**config.mk**
```make
export PLATFORM = sky130hd
export DESIGN_NAME = serial_frame_rx
export DESIGN_NICKNAME = d
export VERILOG_FILES = /design/src/rtl/serial_frame_rx.sv
export SDC_FILE = /design/constraint.sdc
export NUM_CORES = 1
export LEC_CHECK = 0
export ABC_AREA = 1
export CAP_MARGIN = 40
export CORE_UTILIZATION = 43
export CTS_CLUSTER_SIZE = 28
export DETAILED_ROUTE_END_ITERATION = 10
export PLACE_DENSITY = 0.64
export SYNTH_ARGS = -nofsm -noshare
export SYNTH_HDL_FRONTEND = slang
export SYNTH_SLANG_ARGS = --single-unit
```
**constraint.sdc**
```tcl
create_clock -name clk -period 1.85 [get_ports clk]
set_clock_uncertainty 0.05 [all_clocks]
set_input_delay 0.2775 -clock clk [delete_from_list [all_inputs] [get_ports clk]]
set_output_delay 0.2775 -clock clk [all_outputs]
set_load 0.02 [all_outputs]
```
**src/rtl/serial_frame_rx.sv**
```systemverilog
// Serial frame receiver: hunts for a sync pattern, deserialises an MSB-first
// payload, checks a trailing even-parity bit and offers the word on valid/ready.
module serial_frame_rx #(
  parameter int unsigned       DATA_W = 8,
  parameter int unsigned       SYNC_W = 4,
  parameter logic [SYNC_W-1:0] SYNC   = 4'b1011
) (
  input  logic              clk,
  input  logic              reset,
  input  logic              x_i,
  input  logic              bit_vld_i,
  output logic [DATA_W-1:0] data_o,
  output logic              data_vld_o,
  input  logic              data_rdy_i,
  output logic              parity_err_o,
  output logic              overflow_o,
  output logic              busy_o
);

  localparam int unsigned         CNT_W    = $clog2(DATA_W);
  localparam logic [CNT_W-1:0]    CNT_ZERO = {CNT_W{1'b0}};
  localparam logic [CNT_W-1:0]    CNT_ONE  = {{(CNT_W-1){1'b0}}, 1'b1};
  localparam logic [CNT_W-1:0]    CNT_LAST = CNT_W'(DATA_W - 1);
  localparam logic [SYNC_W-2:0]   WIN_ZERO = {(SYNC_W-1){1'b0}};
  localparam logic [DATA_W-1:0]   DAT_ZERO = {DATA_W{1'b0}};

  typedef enum logic [1:0] {
    ST_HUNT = 2'd0,
    ST_DATA = 2'd1,
    ST_PAR  = 2'd2
  } state_e;

  // True when payload plus parity bit carry an even number of ones.
  function automatic logic even_parity_ok(input logic [DATA_W-1:0] d, input logic p);
    return ~(^{d, p});
  endfunction

  state_e              state_q, state_d;
  logic [SYNC_W-2:0]   win_q, win_d;
  logic [CNT_W-1:0]    cnt_q, cnt_d;
  logic [DATA_W-1:0]   shreg_q, shreg_d;
  logic [DATA_W-1:0]   data_q, data_d;
  logic                vld_q, vld_d;
  logic                perr_q, perr_d;
  logic                ovf_q, ovf_d;
  logic                busy_q, busy_d;

  logic [SYNC_W-1:0]   win_shift_s;
  logic                par_smp_s;
  logic                hs_s;
  logic                par_good_s;

  // Only the youngest SYNC_W-1 bits need storing; the oldest falls out on the next shift.
  assign win_shift_s = {win_q, x_i};
  assign hs_s        = vld_q & data_rdy_i;
  assign par_good_s  = even_parity_ok(shreg_q, x_i);

  // Frame FSM next-state, sync window, bit counter and payload shifter.
  always_comb begin
    state_d   = state_q;
    win_d     = win_q;
    cnt_d     = cnt_q;
    shreg_d   = shreg_q;
    par_smp_s = 1'b0;
    if (bit_vld_i) begin
      case (state_q)
        ST_HUNT: begin
          win_d = win_shift_s[SYNC_W-2:0];
          if (win_shift_s == SYNC) begin
            state_d = ST_DATA;
            cnt_d   = CNT_ZERO;
          end else begin
            state_d = ST_HUNT;
          end
        end
        ST_DATA: begin
          shreg_d = {shreg_q[DATA_W-2:0], x_i};
          if (cnt_q == CNT_LAST) begin
            state_d = ST_PAR;
          end else begin
            cnt_d = cnt_q + CNT_ONE;
          end
        end
        ST_PAR: begin
          par_smp_s = 1'b1;
          state_d   = ST_HUNT;
          win_d     = WIN_ZERO;
        end
        default: begin
          state_d = ST_HUNT;
          win_d   = WIN_ZERO;
          cnt_d   = CNT_ZERO;
        end
      endcase
    end else begin
      state_d = state_q;
    end
  end

  // Output slot: load on good parity if free, otherwise flag the drop.
  always_comb begin
    data_d = data_q;
    vld_d  = vld_q & ~hs_s;
    perr_d = 1'b0;
    ovf_d  = 1'b0;
    busy_d = (state_d == ST_DATA) || (state_d == ST_PAR);
    if (par_smp_s) begin
      if (par_good_s) begin
        if (!vld_q || hs_s) begin
          data_d = shreg_q;
          vld_d  = 1'b1;
        end else begin
          ovf_d = 1'b1;
        end
      end else begin
        perr_d = 1'b1;
      end
    end else begin
      perr_d = 1'b0;
    end
  end

  // State and output registers.
  always_ff @(posedge clk or posedge reset) begin
    if (reset) begin
      state_q <= ST_HUNT;
      win_q   <= WIN_ZERO;
      cnt_q   <= CNT_ZERO;
      shreg_q <= DAT_ZERO;
      data_q  <= DAT_ZERO;
      vld_q   <= 1'b0;
      perr_q  <= 1'b0;
      ovf_q   <= 1'b0;
      busy_q  <= 1'b0;
    end else begin
      state_q <= state_d;
      win_q   <= win_d;
      cnt_q   <= cnt_d;
      shreg_q <= shreg_d;
      data_q  <= data_d;
      vld_q   <= vld_d;
      perr_q  <= perr_d;
      ovf_q   <= ovf_d;
      busy_q  <= busy_d;
    end
  end

  assign data_o       = data_q;
  assign data_vld_o   = vld_q;
  assign parity_err_o = perr_q;
  assign overflow_o   = ovf_q;
  assign busy_o       = busy_q;

endmodule

```
==> impl_results.md <==
- Sw power: 477 uW
- Synth Register Bits: 28
- Max-Cap Viols: 0
- Seq pwr share: 47.7%
- Die Wd: between 50 and 60 um
- Fmax achieved: between 600 and 700 MHz
- Worst R2R Start: cnt_q[0]
- Reg2reg setup slack: ~0.26 ns
- Antenna Nets Post-Route: 0
- Worst reg2reg path depth: 7
- Vias in the first global route: 940
- Clk slew on worst S/H paths: about 0.15 ns
- Num Clock Sinks: 28
- Post-detail-place hpwl: around 1700 um
- Setup crit end kind: output pin
- Area Overhead vs Synth: 20.4%
- Synthesized cell area: between 1000 and 1500 um2
- PnR worst setup slack: about 0.2 ns
- Post-route DRC: 2
- Final Core Density: a little under three fifths
- N_diodes: 0
- Layout fillers: between 200 and 300
- Post-cts resize count: 0
- First-pass GRT wire length: slightly above 4000 um
- Via/cell ratio: around 5
- Die area: 3290 um2
- Total wire length: about 2300 um
- Worst min path class: input pin to asynchronous set/reset pin
- Final #Nets: approximately 180
- Pre-CTS setup slack: -0.00569 ns
- Layout cells sized above 1: approximately an eighth
- Predominant post-synthesis flop cell: dfrtp_1
- Top delay family on crit path: buffers and inverters
- Post-Synthesis Cells: 152
- Comb pwr share: 26.9%
- Sw frac: between 30% and 40%
- Yosys warns: 0
- Relative slew slack: between 70% and 80%
- Register area share after synthesis: 53.2%
- Outcome: complete, but fails checks
- Drt first pass iters: 7
- Netlist cell types: 23
- Cell Int Power: 1100 uW
- Vias post-DR: 1028
- Starting Density: between 40% and 50%
- Post-synth EDFFs: 0
- CTS buffer count: 3
- CP cell instances: clkdlybuf4s50_1
- Failing checks: design-rule violations
- I/O Buffers: 16
- Initial antenna violation count: 0
- Delay of the slowest critical-path stage: a little over 0.6 ns
- Largest fanout on the critical path: 2
- Post-CTS Setup Bufs: 0
- Fin. max-slew vios: 0
- Area of the multi-input gates: ~520 um2
- Share of power burned in the clock network: 25.4%
- Core area: ~2800 um2
- Largest cells by area after synthesis: dfrtp_1 53%, nand2_1 14%, inv_1 5.1%
- Final min period: about 1.7 ns
- Leak pwr: about 0.0008 uW
- Reg-to-Reg End: cnt_q[1]
- Hold-fix buffers, CTS: 0
- CP max stage cell: clkdlybuf4s50_1
- Top-count cell post-synth: nand2_1
- Final setup viols: 0
- Worst EP arrival: 1.33 ns
- Power Total: between 1500 and 2000 uW
- Row count: 19
- Layout Cells excl Fill: around 210
- Critical path origin: data_o[0]
- Syn Nets: 159
- Overflow after GRT: 0
- RSZ-0062 raised after global routing: no
- Final Hold Violating Endpoints: 0
- Setup_tns: 0 ns
- 1st-iter DRT viols: 31
- Worst vdd ir: between 0.0005 and 0.0006 V
- Max clock buf depth: 2
- Mean post-synth cell area: 8.66 um2
- # IOs: 17
- Clk Latency, worst-skew pair: between 0.3 and 0.4 ns
- Top-area cell type share of the netlist area: 53.2%
- CP Class: flip-flop to output pin
- Setup crit start kind: flip-flop
- Die height: 57.3 um
- Synth top cells by count: 50 x nand2_1, 28 x dfrtp_1, 18 x inv_1, 12 x o21ai_0, 9 x nand4_1
- Largest net degree at the start of global routing: 29
- H-Tree Depth: 1
- Final Wtd Congestion: 0.795
- Buf/Inv on CP: 1
- Clock root buffer: clkbuf_4
- PD cells: approximately 990 nW/um2
- Area occupied by registers: 701 um2
- Slew @ Worst Pin: roughly 0.35 ns
- CTS tree: built
- Required time worst endpoint: approximately 1.5 ns
- Wirelength per Cell: ~11 um
- Cell taking the most area after synthesis: dfrtp_1
- Async set or reset register ratio after synthesis: 100%
- All-layer global routing usage: between 15 and 20%
- Placed instance count: ~200
- Final period util: roughly 89%
[power groups by stage]
stage	registers, uW	logic (uW)	clock network (uW)
finish	752	424	400
global route	763	487	438
CTS	753	431	416
detailed placement	765	428	0
global placement	762	420	0
floorplan	789	268	0
[kinds of logic after synthesis]
| logic type | Yosys count | synth area share, % |
|---|---|---|
| AO/OA/AOI/OAI | 20 | 8.37 |
| adder cells (fa/ha/maj) | 2 | 1.90 |
| flip-flops | 28 | 53.2 |
| XOR/XNOR | 2 | 1.33 |
| buffers and inverters | 23 | 7.22 |
| AND/OR/NAND/NOR | 77 | 27.9 |
[cell type report]
| cell class | count | share of cell area (%) |
|---|---|---|
| Clock buffer | 3 | 1.42 |
| Clock inverter | 1 | 1.89 |
| Inverter | 20 | 4.74 |
| Multi-Input combinational cell | 101 | 32.8 |
| Sequential cell | 28 | 44.2 |
| Tap cell | 31 | 2.45 |
| Timing Repair Buffer | 21 | 12.5 |
[layer usage]
metal	wire length [um]	vias up	GRT usage [%]
li1	-	530	-
met1	1120	474	23.0
met4	49	0	8.36
met2	1070	19	25.5
met5	0	-	0
met3	77	5	2.72
[metrics by stage]
step	area [um2]	hold slack, ns
2_1_floorplan	1320	0.293
3_3_place_gp	1530	0.408
3_5_place_dp	1530	0.408
4_1_cts	1590	0.240
5_1_grt	1590	0.265
6_report	1590	0.234
[worst max-delay path by stage]
| stage | cells after the start | slack (ns) | endpoint |
|---|---|---|---|
| global placement | 12 | 0.06 | data_o[2] |
| CTS | 1 | 0.17 | data_o[1] |
| floorplan | 7 | 0.45 | cnt_q[1] |
| detailed placement | 12 | -0.006 | data_o[3] |
| global route | 7 | 0.07 | cnt_q[1] |
| finish | 1 | 0.20 | data_o[0] |
[cells in the final DEF, fill, tap and decap left out, types with 4 or more instances in the layout]
cell type,count
inv_1,18
o21ai_0,12
nand3_1,6
nand4_1,9
buf_4,5
a21oi_1,4
nand2_1,50
dfrtp_1,28
clkdlybuf4s50_1,16
nand2_2,4
[flip-flops by register name (all words and copies together), names as in the netlist]
name / flops
parity_err_o: 1
win_q: 3
busy_o: 1
data_vld_o: 1
data_o: 8
overflow_o: 1
shreg_q: 8
state_q: 2
cnt_q: 3
(Power assumes the default switching activity.)
